`src/rtl/gp_lpddr5_ca_decoder.sv`:
```
// LPDDR5 CS/CA command decoder: merges two- and four-beat commands into a transaction FIFO.
// Optional refresh watchdog enabled by defining GP_LPDDR5_REF_WATCHDOG_EN.
module gp_lpddr5_ca_decoder #(
  parameter int FIFO_DEPTH   = 4,
  parameter int TREFI_CYCLES = 3900
) (
  input  logic                          ck_t,
  input  logic                          ddr_reset_n,
  input  logic                          cs,
  input  logic [6:0]                    ca,
  output logic                          cmd_valid,
  input  logic                          cmd_ready,
  output logic [4:0]                    cmd_code,
  output logic [27:0]                   cmd_payload,
  output logic [$clog2(FIFO_DEPTH):0]   fifo_level,
  output logic                          wck_sync,
  output logic                          err_illegal,
  output logic                          err_overflow,
  output logic                          err_refresh
);

  localparam int PW = $clog2(FIFO_DEPTH);
  localparam int LW = PW + 1;
  localparam logic [LW-1:0] FULL_LVL = LW'(FIFO_DEPTH);

  typedef enum logic [1:0] {S_IDLE, S_BEAT2, S_WAIT2, S_BEAT4} state_e;

  // ACT and MRW double as the first half of their pairs; ACT2/MRW2 only ever appear as beat 3.
  typedef enum logic [4:0] {
    OP_ILL = 5'd0,  OP_ACT = 5'd1,  OP_RD16 = 5'd2,  OP_RD32 = 5'd3,
    OP_WR16 = 5'd4, OP_WR32 = 5'd5, OP_MWR = 5'd6,   OP_CAS = 5'd7,
    OP_MRW = 5'd8,  OP_MRR = 5'd9,  OP_REF = 5'd10,  OP_PRE = 5'd11,
    OP_SRE = 5'd12, OP_MPC = 5'd13, OP_WFF = 5'd14,  OP_RFF = 5'd15,
    OP_PDE = 5'd16, OP_ACT2 = 5'd17, OP_MRW2 = 5'd18
  } op_e;

  function automatic op_e decodeOp(input logic [6:0] b);
    op_e op;
    casez (b)
      7'b111????: op = OP_ACT;
      7'b110????: op = OP_ACT2;
      7'b100????: op = OP_RD16;
      7'b101????: op = OP_RD32;
      7'b011????: op = OP_WR16;
      7'b010????: op = OP_MWR;
      7'b0010???: op = OP_WR32;
      7'b0011???: op = OP_CAS;
      7'b0001101: op = OP_MRW;
      7'b000100?: op = OP_MRW2;
      7'b0001100: op = OP_MRR;
      7'b0001110: op = OP_REF;
      7'b0001111: op = OP_PRE;
      7'b0001011: op = OP_SRE;
      7'b000011?: op = OP_MPC;
      7'b0000011: op = OP_WFF;
      7'b0000010: op = OP_RFF;
      7'b0000001: op = OP_PDE;
      default:    op = OP_ILL;
    endcase
    return op;
  endfunction

  state_e      state_q;
  logic [6:0]  beat1_q, beat2_q, beat3_q;
  logic        err_illegal_q, wck_sync_q;

  op_e         op1, opNow;
  logic        illegal1, pairOk;
  logic        push;
  op_e         pushCode;
  logic [27:0] pushPayload;

  always_comb begin
    op1         = decodeOp(beat1_q);
    opNow       = decodeOp(ca);
    illegal1    = (op1 == OP_ILL) || (op1 == OP_ACT2) || (op1 == OP_MRW2);
    pairOk      = cs && (((op1 == OP_ACT) && (opNow == OP_ACT2)) ||
                         ((op1 == OP_MRW) && (opNow == OP_MRW2)));
    push        = 1'b0;
    pushCode    = OP_ILL;
    pushPayload = '0;
    case (state_q)
      S_BEAT2: begin
        if (!illegal1 && (op1 != OP_ACT) && (op1 != OP_MRW)) begin
          push        = 1'b1;
          pushCode    = op1;
          pushPayload = {beat1_q, ca, 14'h0};
        end
      end
      S_BEAT4: begin
        push        = 1'b1;
        pushCode    = op1;
        pushPayload = {beat1_q, beat2_q, beat3_q, ca};
      end
      default: ;
    endcase
  end

  // Command FSM; a failed pair whose beat has cs=1 is restarted as a new beat 1.
  always_ff @(posedge ck_t or negedge ddr_reset_n) begin
    if (!ddr_reset_n) begin
      state_q       <= S_IDLE;
      beat1_q       <= '0;
      beat2_q       <= '0;
      beat3_q       <= '0;
      err_illegal_q <= 1'b0;
      wck_sync_q    <= 1'b0;
    end else begin
      err_illegal_q <= 1'b0;
      case (state_q)
        S_IDLE: begin
          if (cs) begin
            beat1_q <= ca;
            state_q <= S_BEAT2;
          end
        end
        S_BEAT2: begin
          beat2_q <= ca;
          if (illegal1) begin
            err_illegal_q <= 1'b1;
            state_q       <= S_IDLE;
          end else if ((op1 == OP_ACT) || (op1 == OP_MRW)) begin
            state_q <= S_WAIT2;
          end else begin
            state_q <= S_IDLE;
          end
          if (push && (op1 == OP_CAS)) begin
            case (beat1_q[2:0])
              3'b100, 3'b010, 3'b001: wck_sync_q <= 1'b1;
              3'b111:                 wck_sync_q <= 1'b0;
              default: ;
            endcase
          end
        end
        S_WAIT2: begin
          if (pairOk) begin
            beat3_q <= ca;
            state_q <= S_BEAT4;
          end else begin
            err_illegal_q <= 1'b1;
            if (cs) begin
              beat1_q <= ca;
              state_q <= S_BEAT2;
            end else begin
              state_q <= S_IDLE;
            end
          end
        end
        S_BEAT4: state_q <= S_IDLE;
        default: state_q <= S_IDLE;
      endcase
    end
  end

  logic [32:0]   mem_q [FIFO_DEPTH];
  logic [PW-1:0] wrPtr_q, rdPtr_q;
  logic [LW-1:0] count_q;
  logic          err_overflow_q;
  logic          pop, full, accept;

  assign pop    = (count_q != '0) && cmd_ready;
  assign full   = (count_q == FULL_LVL);
  assign accept = push && (!full || pop);

  // A push into a full FIFO only succeeds when the head leaves on the same edge.
  always_ff @(posedge ck_t or negedge ddr_reset_n) begin
    if (!ddr_reset_n) begin
      for (int i = 0; i < FIFO_DEPTH; i++) mem_q[i] <= '0;
      wrPtr_q        <= '0;
      rdPtr_q        <= '0;
      count_q        <= '0;
      err_overflow_q <= 1'b0;
    end else begin
      err_overflow_q <= push && full && !pop;
      if (accept) begin
        mem_q[wrPtr_q] <= {pushCode, pushPayload};
        wrPtr_q        <= wrPtr_q + 1'b1;
      end
      if (pop) rdPtr_q <= rdPtr_q + 1'b1;
      if (accept && !pop)      count_q <= count_q + 1'b1;
      else if (!accept && pop) count_q <= count_q - 1'b1;
    end
  end

  assign cmd_valid              = (count_q != '0);
  assign {cmd_code, cmd_payload} = mem_q[rdPtr_q];
  assign fifo_level             = count_q;
  assign wck_sync               = wck_sync_q;
  assign err_illegal            = err_illegal_q;
  assign err_overflow           = err_overflow_q;

`ifdef GP_LPDDR5_REF_WATCHDOG_EN
  localparam int WD_LIMIT = 2 * TREFI_CYCLES;
  localparam int WDW      = $clog2(WD_LIMIT + 1);

  logic [WDW-1:0] wdog_q;
  logic           sreHold_q, err_refresh_q;

  // Self-refresh parks the counter at zero until a non-SRE command is pushed.
  always_ff @(posedge ck_t or negedge ddr_reset_n) begin
    if (!ddr_reset_n) begin
      wdog_q        <= '0;
      sreHold_q     <= 1'b0;
      err_refresh_q <= 1'b0;
    end else begin
      err_refresh_q <= 1'b0;
      if (accept) sreHold_q <= (pushCode == OP_SRE);
      if ((accept && ((pushCode == OP_SRE) || (pushCode == OP_REF))) ||
          (sreHold_q && !accept)) begin
        wdog_q <= '0;
      end else if (wdog_q == WDW'(WD_LIMIT - 1)) begin
        wdog_q        <= '0;
        err_refresh_q <= 1'b1;
      end else begin
        wdog_q <= wdog_q + 1'b1;
      end
    end
  end

  assign err_refresh = err_refresh_q;
`else
  assign err_refresh = (TREFI_CYCLES < 0);
`endif

endmodule

```
`config.mk`:
```
export PLATFORM = sky130hd
export DESIGN_NAME = gp_lpddr5_ca_decoder
export DESIGN_NICKNAME = d
export VERILOG_FILES = /design/src/rtl/gp_lpddr5_ca_decoder.sv
export SDC_FILE = /design/constraint.sdc
export NUM_CORES = 1
export LEC_CHECK = 0
export CORE_MARGIN = 5
export CORE_UTILIZATION = 55
export CTS_CLUSTER_SIZE = 20
export DETAILED_ROUTE_END_ITERATION = 6
export GPL_ROUTABILITY_DRIVEN = 0
export PLACE_DENSITY = 0.75
export REMOVE_ABC_BUFFERS = 1
export SLEW_MARGIN = 20
export SYNTH_ARGS = -nofsm -noshare
export SYNTH_HDL_FRONTEND = slang
export SYNTH_SLANG_ARGS = --single-unit
```
`constraint.sdc`:
```
create_clock -name ck_t -period 12 [get_ports ck_t]
set_input_delay 2.4 -clock ck_t [delete_from_list [all_inputs] [get_ports ck_t]]
set_output_delay 2.4 -clock ck_t [all_outputs]
set_load 0.005 [all_outputs]
```
# Word level (Yosys, flattened, before mapping)
# Index checks and enable logic that the tools add are counted.
totals:
  ff_bits: 165
  output_inout_bits: 41
  elab_cells: 139
op_classes:
  add_sub_neg: 4
  n_lt_le_gt_ge: 3
  eq_ne: 55
  mux: 29
  bitwise: 2
  reduce_logical: 32
ops:
  columns: ["operator", "count"]
  rows:
  - ["$pmux 5 s18", 2]
  - ["$bwmux 132", 1]
  - ["$mux 33", 3]
  - ["$eq 7x4->1 const B", 10]
  - ["$bmux 33 s2", 1]
  - ["$demux 33 s2", 1]
  - ["$pmux 28 s2", 1]
  - ["$eq 3x3->1 const B", 11]
  - ["$eq 7x2->1 const B", 4]
  - ["$mux 28", 1]
  - ["$eq 5x5->1 const B", 4]
  - ["$eq 4x2->1 const B", 4]
  - ["$eq 3x2->1 const B", 5]
  - ["$eq 7x1->1 const B", 2]
  - ["$mux 7", 2]
  - ["$pmux 7 s2", 1]
  - ["$logic_and 1x1->1", 13]
  - ["$eq 6x2->1 const B", 2]
  - ["$eq 6x3->1 const B", 2]
  - ["$pmux 5 s2", 1]
  - ["$mux 2", 4]
  - ["$pmux 2 s4", 1]
  - ["$ge 3x3->1 const B", 2]
  - ["$mux 3", 2]
  - ["other kinds (26)", 45]

# Logic depth before layout (Yosys ltp)
# Gate-level depths: netlist (run 1).
logic_depth:
  ltp_word: 15
  mapped_depth: 17
  ltp_nobuf: 15

# Least setup slack after synthesis (run 1)
# No wires, ideal clock.
synth_path:
  kind: "input to register"
  start: "input port ca[5]"
  end: "register beat1_q[0]"
  arrival_time_ns: 4.701
  t_required_ns: 11.875
  slack_ns: 7.174
  cell_stages: 11
  n_path_buf: 2
  cell_sequence: "clkbuf_1 -> clkinv_1 -> ha_1 -> nor2_1 -> or4_1 -> o21ai_0 -> nand3_1 -> a211o_1 -> nand2b_1 -> buf_2 -> mux2_2"
synth_via:
  elab_chain_cells: 8
  word_cells_on_any_way: 27
synth_lines:
  columns: ["item", "line", "rtl"]
  rows:
  - ["start: declaration", "10", "input logic [6:0] ca,"]
  - ["$eq 7x1->1 (tied with other cells)", "39", "casez (b)"]
  - ["$pmux 5 s18 *", "39", null]
  - ["$eq 5x5->1 (on tied branches)", "77, 78", null]
  - ["$logic_and 1x1->1 (on tied branches)", "77, 78", null]
  - ["$logic_or 1x1->1 *", "77", "pairOk = cs && (((op1 == OP_ACT) && (opNow == OP_ACT2)) ||"]
  - ["$logic_and 1x1->1 *", "77", null]
  - ["$ne 2x2->1 (no line) *", null, null]
  - ["$reduce_and 2->1 (no line) *", null, null]
  - ["end signal: assignment", "103", "beat1_q <= '0;"]
  - ["end signal: assignment", "113", "beat1_q <= ca;"]
  - ["end signal: assignment", "142", "beat1_q <= ca;"]
  - ["end: declaration", "64", "logic [6:0] beat1_q, beat2_q, beat3_q;"]
# Mark *: on every way between the ends. The rest lies on a longest branch, timed or not.
# A chain may end at the register's enable or synchronous reset.

# Worst setup path in the final report (run 1)
# Same ends and word-level chain as after synthesis.

==> out/results.txt, run 1 <==
Placeable Area -> 15,000 sq um
max cap viols -> 0
Clock Latency Late Sink -> 0.44 ns
total global-route track usage -> 0.238
Most used DFF post-synth -> dfrtp_1
area delta synth->final -> 14.3%
post-synth top area share -> 0.497
Non-Filler Instances -> 939
Seq/Total Area, Yosys -> 0.497
PD cells -> 284 nW/um^2
Slew @ Worst Pin -> 0.986 ns
Reg clk slew, reported paths -> 0.06 ns
DR top layer -> met4
post-layout minimum cycle time -> 5.51 ns
Mapped Cells -> 715
# rows -> 45
CTS buffer count -> 17
Syn Area/Cell -> 11.6 sq um
unique cell type count in the Yosys netlist -> 68
EDFF count, synth -> 0
Total Nets Final -> 767
share of cells above drive strength 1 -> 0.186
effective utilization at floorplan -> 0.554
DRT iter0 DRCs -> 552
I/O Buffers -> 50
Critical Path Sink Type -> flip-flop
post_cts resized -> 0
GR Overflow Total -> 0
Die X -> 133 um
status -> completed
max-slew violation count -> 0
met3 WL -> 1310 um
worst vdd ir -> 0.198 mV
CTS max path bufs -> 2
Synth Cell Area -> 8300 sq um
vias in the first global route -> 6,077
initial antenna violation count -> 0
final setup TNS -> 0 ns
Synth area leaders -> dfrtp_1, mux4_2, mux2_2
Final HPWL DP -> 12,700 um
WL final -> 20,400 um
crit share post-route -> 0.459
Hold Crit Class -> flip-flop to flip-flop
post-CTS setup buffer count -> 0
I/O pin cnt -> 52
Worst Path Required -> 12.31 ns
htree depth -> 4
vias per cell -> 6.38
first-pass GRT wire length -> 32,700 um
dominant cell type by area after synthesis -> dfrtp_1
final hold violation count -> 0
Die Area -> 17,700 sq um
crit path max fanout -> 12
Root Driver -> clkbuf_16
first-pass iteration count of the detailed router -> 5
largest net degree at the start of global routing -> 111
Syn. warnings -> 0
Leak -> 3.98 nW
placed cell count -> 906
wl on met1 -> 8510 um
most numerous cell in the Yosys netlist -> dfrtp_1
die height -> 133 um
Setup CP Type -> input pin to flip-flop
Critical Path AT -> 5.82 ns
RSZ-0062 raised after global routing -> false
Residual DRC -> 0
Commonest cells post-synth -> dfrtp_1, nand2_1, mux2_2
crit path launch type -> input pin
# hold bufs at CTS -> 0
CTS tree -> done
DR vias -> 5,989
Antenna Cells -> 0
async set-or-reset flop fraction in the synthesized netlist -> 1.00
metal2 WL -> 10,100 um
Num Clock Sinks -> 165
FMAX -> 0.181 GHz
Antenna Nets Post-Route -> 0
Clock Skews -> 0.00911 ns
routed len/inst -> 21.8 um
Yosys reg bits -> 165
filler cell count -> 1,109
slew margin rel. -> 0.339
final setup violation count -> 0
## cell families (layout without fill, tap and decap cells)
family	after synthesis	count (layout)	share of synthesized area
simple gates	209	209	0.121
flops	165	165	0.497
compound gates	141	141	0.125
mux	98	98	0.177
buf+inv	72	108	0.0390
fa+ha+maj	18	18	0.0280
xor+xnor	11	11	0.0116
other cells	1	1	0.000452
## path summary, 6_finish.rpt
| kind | startpoint | to | slack (ns) | cells after the start |
|---|---|---|---|---|
| min | mem_q[64] | mem_q[64] | 0.48 | 1 |
| max reg2reg | beat1_q[6] | fifo_level[2] | 7.22 | 15 |
| max | ca[5] | beat1_q[0] | 6.49 | 10 |
| max in group asynchronous | ddr_reset_n | rdPtr_q[0] | 9.06 | 2 |
| min in group asynchronous | ddr_reset_n | mem_q[98] | 1.87 | 1 |
| min reg2reg | mem_q[64] | mem_q[64] | 0.48 | 1 |
## critical path, stage by stage
cell	delay, ns
clkdlybuf4s50_1	0.75
clkinv_1	0.35
ha_1	0.37
nor2_1	0.03
or4_1	0.41
o21ai_0	0.19
nand3_1	0.13
a211o_1	0.43
nand2b_1	0.37
mux2_2	0.39
## final cells by class
class | instances | area [sq um] | area share
inverters | 14 | 52.6 | 0.00554
well taps | 188 | 235 | 0.0248
clock buffers | 24 | 492 | 0.0518
flip-flops and latches | 165 | 4130 | 0.435
repair buffers | 62 | 612 | 0.0645
clock inverters | 8 | 97.6 | 0.0103
multi-input cells | 478 | 3870 | 0.408
## power breakdown
part	leakage, nW	internal (mW)	switching, mW
logic	1.58	0.633	0.587
clock network	0.282	0.327	0.217
registers	2.11	0.758	0.173
total	3.98	1.72	0.977
## registers in the layout, summed over array words and instances, names as in the netlist, 2 cells and up
name,cells
mem_q,132
beat1_q,7
beat2_q,7
beat3_q,7
fifo_level,3
rdPtr_q,2
state_q,2
wrPtr_q,2
## layout by cell type (no fill, tap or decap), types with 15 or more instances in the layout
cell / instances
mux2_2: 44
dfrtp_1: 164
o21ai_0: 43
clkbuf_16: 17
nand2_1: 114
nand3_1: 16
clkdlybuf4s50_1: 49
mux2_1: 19
mux4_2: 33
nor2_1: 18
ha_1: 17
a21oi_1: 15
## through the flow
stage | util | area (sq um) | power (mW) | worst slack (ns) | hold WS [ns]
floorplan | - | 8030 | 1.67 | 7.33 | 0.451
finish | 0.633 | 9490 | 2.70 | 6.49 | 0.480
global placement | 0.592 | 8870 | 2.09 | 6.26 | 0.461
detailed placement | 0.592 | 8870 | 2.15 | 6.13 | 0.471
global route | 0.633 | 9490 | 2.85 | 6.28 | 0.502
CTS | 0.632 | 9460 | 2.70 | 6.54 | 0.484
## routing by layer
metal	vias up	GRT usage
met5	-	0
met4	0	0.105
met3	44	0.0479
met2	240	0.383
met1	3057	0.315
li1	2648	-
(Power assumes the default switching activity.)
==> inputs of run 2 (changes only) <==
Settings changed: CORE_UTILIZATION 55 to 54, PLACE_DENSITY 0.75 to 0.77.
Clock period 12 ns to 4.4 ns, I/O delays scaled along.
==> run 2 against run 1 <==
  * Routed wire length grew 1.7%
  * Critical path type is now flip-flop to flip-flop
  * Register-to-register slack lost 6.9 ns
  * Critical path depth grew 5
  * Sequential cell count is the same
  * Global-route usage grew 0.43 points
  * First-iteration DRC count shrank 5.8%
  * Combinational power grew to 2.7 times the previous value
  * Via count grew 1.8%
  * Hold slack gained 0.0054 ns
  * Utilization grew 0.17 points
  * Cell count grew 1.5%
==> out/results.txt, run 2 (synthesis results as in run 1) <==
status -> completed
Die X -> 134 um
crit path max-delay cell type -> dfrtp_1
# rows -> 45
CTS tree -> done
largest net degree at the start of global routing -> 108
vias in the first global route -> 6,224
Clock Skews -> 0.00693 ns
final setup violation count -> 0
WP buf/inv -> 2
routed len/inst -> 21.8 um
Root Driver -> clkbuf_16
Setup CP Type -> flip-flop to flip-flop
Critical Path AT -> 4.39 ns
first-pass GRT wire length -> 34,200 um
commonest non-fill, non-tap cells in the layout -> dfrtp_1, nand2_1, clkdlybuf4s50_1, mux2_2, o21ai_0
I/O Buffers -> 50
Total Nets Final -> 782
Non-Filler Instances -> 953
Leak -> 4.07 nW
area delta synth->final -> 15.9%
# hold bufs at CTS -> 0
DRT iter0 DRCs -> 520
vias per cell -> 6.40
crit path launch type -> flip-flop
die height -> 134 um
max-slew violation count -> 0
Slew @ Worst Pin -> 0.891 ns
max cap viols -> 0
worst path cell trace -> inv_1 > ha_1 > nor4bb_1 > a211oi_1 > o311a_1 > and3b_1 > a211o_1 > nor3_2 > o21a_1 > ha_1 > inv_1 > fa_1 > xor2_1 > nor2_1 > xor2_1
Final HPWL DP -> 13,000 um
share of cells above drive strength 1 -> 0.201
FMAX -> 0.248 GHz
I/O pin cnt -> 52
Residual DRC -> 0
total global-route track usage -> 0.242
RSZ-0062 raised after global routing -> false
Num Clock Sinks -> 165
Critical Path Sink Type -> flip-flop
final hold violation count -> 0
overall power -> 7.46 mW
r2r endpoint -> fifo_level[2]
effective utilization at floorplan -> 0.548
worst vdd ir -> 0.414 mV
Top reg by flops -> mem_q
PD cells -> 775 nW/um^2
slew margin rel. -> 0.406
critical path endpoint -> fifo_level[2]
Placeable Area -> 15,100 sq um
crit share post-route -> 0.918
post-CTS setup buffer count -> 0
cells on worst reg2reg path -> 15
delay-heaviest family, CP -> compound AO/OA/AOI/OAI gates
Worst Path Required -> 4.75 ns
first-pass iteration count of the detailed router -> 5
crit path from -> beat1_q[5]
post_cts resized -> 0
placed cell count -> 922
Antenna Cells -> 0
commonest non-fill, non-tap cell in the layout -> dfrtp_1
CTS max path bufs -> 2
Stages on worst setup path -> 15
Clock Latency Late Sink -> 0.43 ns
reg2reg setup slack -> 0.36 ns
Die Area -> 18,000 sq um
htree depth -> 4
Antenna Nets Post-Route -> 0
post-layout minimum cycle time -> 4.04 ns
final setup TNS -> 0 ns
CP max stage delay -> 0.54 ns
DR vias -> 6,098
max reg flops -> 132
crit path max fanout -> 16
GR Overflow Total -> 0
CTS buffer count -> 17
Hold Crit Class -> flip-flop to flip-flop
initial antenna violation count -> 0
Reg clk slew, reported paths -> 0.06 ns
worst r2r src -> beat1_q[5]
WL final -> 20,800 um
## run 2: stage by stage
stage	hold WS, ns	instance area (sq um)	utilization	setup slack [ns]
after floorplan	0.451	8030	-	0.557
final	0.485	9620	0.635	0.360
after detailed placement	0.472	9000	0.594	0.418
after global placement	0.462	9000	0.594	0.628
after global routing	0.498	9620	0.635	0.0871
after CTS	0.488	9620	0.635	0.403
## run 2: final cells by class
type | instances | area (sq um)
clock inverter | 6 | 115
inverter | 14 | 52.6
timing repair buffer | 77 | 732
multi-input combinational | 478 | 3850
fill | 1098 | 5530
clock buffer | 25 | 505
sequential | 165 | 4130
tap | 188 | 235
## run 2: how the worst min path moves through the flow
stage | from | to | slack, ns | depth (start not counted)
detailed placement | mem_q[19] | mem_q[19] | 0.47 | 1
finish | mem_q[128] | mem_q[128] | 0.49 | 1
global route | mem_q[19] | mem_q[19] | 0.50 | 1
global placement | mem_q[95] | mem_q[95] | 0.46 | 1
floorplan | mem_q[14] | mem_q[14] | 0.45 | 1
CTS | mem_q[97] | mem_q[97] | 0.49 | 1
## run 2: worst reg2reg max path, stage by stage (launching register included)
cell and delay (ns):
dfrtp_1 0.54, inv_1 0.18, ha_1 0.30, nor4bb_1 0.44
a211oi_1 0.14, o311a_1 0.37, and3b_1 0.21, a211o_1 0.34
nor3_2 0.16, o21a_1 0.20, ha_1 0.21, inv_1 0.07
fa_1 0.38, xor2_1 0.17, nor2_1 0.11, xor2_1 0.16
## run 2: where the power goes
| group | switching, mW | leakage [nW] | internal (mW) |
|---|---|---|---|
| Combinational | 1.57 | 1.66 | 1.78 |
| Clock | 0.591 | 0.300 | 0.969 |
| Sequential | 0.485 | 2.11 | 2.07 |
## run 2: per-layer routing
layer | wire (um) | share of wire | GRT usage
met1 | 8780 | 0.42 | 0.340
met2 | 10100 | 0.48 | 0.382
met3 | 1360 | 0.065 | 0.0409
met4 | 594 | 0.029 | 0.0920
met5 | 0 | 0 | 0
